===== src/rtl/rf_sb.sv =====
// Integer register file with a per-register scoreboard: asynchronous read ports,
// one write port, issue/flush bookkeeping and a registered pending-register count.
module rf_sb #(
   parameter int XLEN      = 32,
   parameter int NREGS     = 32,
   parameter int NRD       = 2,
   parameter int BYPASS_EN = 0,
   localparam int AW       = $clog2(NREGS)
) (
   input  logic                i_clk,
   input  logic                i_rst,
   input  logic [NRD*AW-1:0]   i_raddr,
   output logic [NRD*XLEN-1:0] o_rdata,
   output logic [NRD-1:0]      o_rbusy,
   input  logic                i_rd_wen,
   input  logic [AW-1:0]       i_rd_waddr,
   input  logic [XLEN-1:0]     i_rd_wdata,
   input  logic                i_iss_en,
   input  logic [AW-1:0]       i_iss_addr,
   input  logic                i_flush,
   output logic [AW:0]         o_busy_cnt
);

   logic [XLEN-1:0]  regs_q [NREGS];
   logic [XLEN-1:0]  regs_d [NREGS];
   logic [NREGS-1:0] busy_q;
   logic [NREGS-1:0] busy_d;
   logic [AW:0]      cnt_q;
   logic [AW:0]      cnt_d;

   logic wr_hit;
   logic iss_hit;
   logic cnt_inc;
   logic cnt_dec;

   assign wr_hit  = i_rd_wen && (i_rd_waddr != '0);
   assign iss_hit = i_iss_en && (i_iss_addr != '0);

   // The count moves only on real busy transitions; an issue to the same register
   // being written keeps it busy, so that write must not count as a clear.
   assign cnt_inc = iss_hit && !busy_q[i_iss_addr];
   assign cnt_dec = wr_hit && busy_q[i_rd_waddr] && !(iss_hit && (i_iss_addr == i_rd_waddr));

   always_comb begin
      regs_d = regs_q;
      busy_d = busy_q;
      cnt_d  = cnt_q;
      if (wr_hit) begin
         regs_d[i_rd_waddr] = i_rd_wdata;
         busy_d[i_rd_waddr] = 1'b0;
      end
      if (iss_hit) begin
         busy_d[i_iss_addr] = 1'b1;
      end
      if (cnt_inc && !cnt_dec) begin
         cnt_d = cnt_q + (AW+1)'(1);
      end else if (cnt_dec && !cnt_inc) begin
         cnt_d = cnt_q - (AW+1)'(1);
      end
      if (i_flush) begin
         busy_d = '0;
         cnt_d  = '0;
      end
      regs_d[0] = '0;
      busy_d[0] = 1'b0;
   end

   always_ff @(posedge i_clk) begin
      if (i_rst) begin
         for (int unsigned i = 0; i < NREGS; i++) begin
            regs_q[i] <= '0;
         end
         busy_q <= '0;
         cnt_q  <= '0;
      end else begin
         regs_q <= regs_d;
         busy_q <= busy_d;
         cnt_q  <= cnt_d;
      end
   end

   assign o_busy_cnt = cnt_q;

   for (genvar k = 0; k < NRD; k++) begin : g_rd
      logic [AW-1:0] ra;
      logic          byp_hit;

      assign ra      = i_raddr[k*AW +: AW];
      assign byp_hit = (BYPASS_EN != 0) && wr_hit && (i_rd_waddr == ra);

      always_comb begin
         o_rdata[k*XLEN +: XLEN] = (ra == '0) ? '0 : regs_q[ra];
         o_rbusy[k]              = (ra == '0) ? 1'b0 : busy_q[ra];
         if (byp_hit) begin
            o_rdata[k*XLEN +: XLEN] = i_rd_wdata;
            o_rbusy[k]              = 1'b0;
         end
      end
   end

endmodule


===== config.mk =====
export PLATFORM = sky130hd
export DESIGN_NAME = rf_sb
export DESIGN_NICKNAME = d
export VERILOG_FILES = /design/src/rtl/rf_sb.sv
export SDC_FILE = /design/constraint.sdc
export NUM_CORES = 2
export LEC_CHECK = 0
export BUFFER_PORTS_ARGS = -buffer_cell sky130_fd_sc_hd__buf_4
export CORE_MARGIN = 3
export CORE_UTILIZATION = 35
export DETAILED_ROUTE_END_ITERATION = 7
export SYNTH_ARGS = -nofsm -noshare
export SYNTH_HDL_FRONTEND = slang
export SYNTH_SLANG_ARGS = --single-unit
export TNS_END_PERCENT = 50

===== constraint.sdc =====
create_clock -name i_clk -period 5.39 [get_ports i_clk]
set_input_delay 1.078 -clock i_clk [delete_from_list [all_inputs] [get_ports i_clk]]
set_output_delay 1.078 -clock i_clk [all_outputs]
set_load 0.02 [all_outputs]

==> impl_results.md <==
- Synth Instances: 5935
- Switching share of power: 26.34%
- Crit-path max FO: 17
- Via density: 6.147
- Req. time, crit path: 4.31 ns
- Unrepaired setup endpoints after global routing: false
- Ys async rst share: 0%
- CP bufs+invs: 4
- Placed wire-length estimate: 129.1 mm
- Multi-input logic area: 29910 sq um
- I/O Pins: 129
- Post-route antenna net violation count: 0
- Worst vdd ir: 0.2496 mV
- Highest clock rate: 197.5 MHz
- Post-synthesis sequential area ratio: 38.94%
- Most frequent CP cell: buf_4
- Worst Slack Setup Final: 0.3268 ns
- CTS tree: done
- Failing checks: DRC
- Fillers: 14760
- Final net count: 5797
- Min-Delay Startpoint: regs_q[136]$_SDFFE_PP0P_
- Crit path time final: 5.063 ns
- Clock Sinks: 1029
- Count leader, synth: nand2_1
- Worst Setup Start Kind: input pin
- IO Port Bufs: 128
- Root cell of the clock tree: clkbuf_16
- Worst r2r src: busy_q[31]$_SDFF_PP0_
- Die X: 394.8 um
- Vias: 48230
- Final instance area: 59520 sq um
- Num CTS Buffers: 107
- Num rows: 142
- CTS hold repair buffers: 0
- Setup Crit Path Kind: in2out
- Syn_nets: 5998
- Area grow syn2layout: 12.52%
- Setup Fix Bufs, Post-CTS: 0
- H-tree Lvls: 3
- Top_reg_cell synth: dfxtp_1
- P_leak: 19.41 nW
- Drt drc: 1
- Ys Warns: 0
- Clk slew on worst S/H paths: 0.06 ns
- Iter 0 DRT Violations: 8048
- Actual slew at the worst max-slew pin: 1.261 ns
- Pre-antenna DRT Iters: 8
- Yosys cell types: 44
- Cell Area, Placed: 55900 sq um
- Synth top area cells: dfxtp_1, mux4_2, nand2_1
- Initial Util: 35.27%
- Delay-heaviest family, CP: compound AO/OA/AOI/OAI gates
- WL per Instance: 28.29 um
- Flop pwr share: 45.3%
- Ratio of final minimum period to clock period: 93.94%
- Routed WL: 222.0 mm
- GPL Wtd Cong: 0.8887
- Slowest Stage Delay on Critical Path: 0.90 ns
- Vias in the first global route: 44810
- Clock power share: 45.4%
- Initial antenna violation count: 13
- Core ar.: 150000 sq um
- Total of cells resized after clock tree synthesis: 0
- Synth top area share: 38.94%
- Internal: 12.53 mW
- Later-pin clock latency in the skew report: 0.73 ns
- Fin. max-slew vios: 0
- Clk_skew: 0.008747 ns
- Clk buf depth: 3
- Maximum Capacitance Violations: 0
- Largest net degree at the start of global routing: 194
- Critical path startpoint: i_raddr[6]
- Post-synth top cells: nand2_1, a21oi_1, dfxtp_1
- Mapped Avg Cell Area: 8.913 sq um
- Slew headroom: 15.59%
- Die area: 155800 sq um
- Total GRT Usage: 27.43%
- Logic gate share of total power: 9.3%
- TNS Setup: 0 ns
- Hold Crit Class: reg2reg
- GRT overflow: 0
- Crit path DAT: 3.99 ns
- # setup viols final: 0
- Number of synthesized flops with an enable pin: 0
- Critical-path cell list: buf_8 -> nor2b_4 -> buf_4 -> a221oi_1 -> a21oi_1 -> o22ai_1 -> a221oi_1 -> buf_4 -> buf_4
- CP endpoint kind: output pin
- Post-Syn Area: 52900 sq um
- Area leader, netlist: dfxtp_1
- Power Density: 285.8 nW/um^2
- Net Switching: 4.481 mW
- Yosys reg bits: 1029
- Hold Fails Final Rpt: 0
- Dpl ws: 0.5231 ns
- First-pass GRT wire length: 317.4 mm
- Status: finished with violations
- Share of post-route cells with drive strength above 1: 20.45%
- Die height: 394.8 um
- Worst hold margin: 0.4635 ns
- Storage element area: 20600 sq um
- Slowest CP cell: a221oi_1
[cell type report]
| type | count | share of cell area, % |
|---|---|---|
| clock inverter | 36 | 0.6117 |
| tap | 2016 | 4.238 |
| inverter | 38 | 0.2396 |
| clock buffer | 162 | 5.436 |
| multi-input combinational | 4260 | 50.25 |
| sequential | 1029 | 34.61 |
| timing repair buffer | 298 | 4.585 |
| antenna | 7 | 0.02943 |
[power groups by stage]
| stage | sequential, mW | clock [mW] | combinational [mW] |
|---|---|---|---|
| floorplan | 7.86 | 0 | 0.944 |
| finish | 7.70 | 7.73 | 1.58 |
| global route | 7.71 | 8.06 | 1.63 |
| global placement | 7.87 | 0 | 1.53 |
| detailed placement | 7.87 | 0 | 1.54 |
| CTS | 7.70 | 7.75 | 1.54 |
[layout by cell type, fill, tap and decap left out, drive strengths merged, types with 4 or more instances in the layout]
master / instances
a21oi: 1064
a221oi: 101
a22oi: 36
and3b: 4
buf: 298
bufinv: 5
clkbuf: 162
clkinv: 28
dfxtp: 1029
diode: 7
ha: 5
inv: 40
mux2: 134
mux2i: 68
mux4: 509
nand2: 2095
nand3: 5
nor2: 77
nor2b: 45
nor3: 5
nor4: 35
o22ai: 33
or2: 4
xnor2: 5
xor2: 4
[per-stage QoR]
stage | utilization (%) | instances | total power [mW]
6_report | 39.69 | 7846 | 17.01
5_1_grt | 39.68 | 7839 | 17.40
4_1_cts | 39.68 | 7839 | 17.00
3_5_place_dp | 37.28 | 7641 | 9.408
3_3_place_gp | 37.28 | 7641 | 9.394
2_1_floorplan | - | 5935 | 8.804
[final timing paths]
check	endpoint	slack (ns)	depth (start not counted)
max	o_rdata[61]	0.33	9
min	regs_q[136]$_SDFFE_PP0P_	0.46	2
max reg2reg	o_busy_cnt[5]$_SDFFE_PP0P_	1.89	13
min reg2reg	regs_q[136]$_SDFFE_PP0P_	0.46	2
[logic make-up after synthesis]
logic type	after synthesis	synth area share, %
xor gates and xnor gates	9	0.1490
and+or+nand+nor	2292	16.86
adders and majority gates	6	0.1561
AOI/OAI and AO/OA	1242	12.76
DFF	1029	38.94
muxes	711	25.81
buffers and inverters	646	5.325
[layer usage]
layer	track usage, %	share of wire [%]	up-vias
met5	0	0.032	-
met4	11.63	4.7	10
met3	8.954	15	621
met2	39.37	42	3558
met1	37.72	38	23670
li1	-	-	20370
[sequential cells by signal (all words and copies together) (netlist names)]
name,flops
busy_q,31
o_busy_cnt,6
regs_q,992
[worst register-to-register path, delay by kind of cell, from the launching register on]
kind	cells	cell delay, ns
buf+inv	1	0.15
xor+xnor	1	0.16
fa+ha+maj	2	0.60
compound gates	3	0.48
simple gates	4	0.84
mux	2	0.78
flops	1	0.35
No activity file was read; power rests on OpenSTA's default activity.
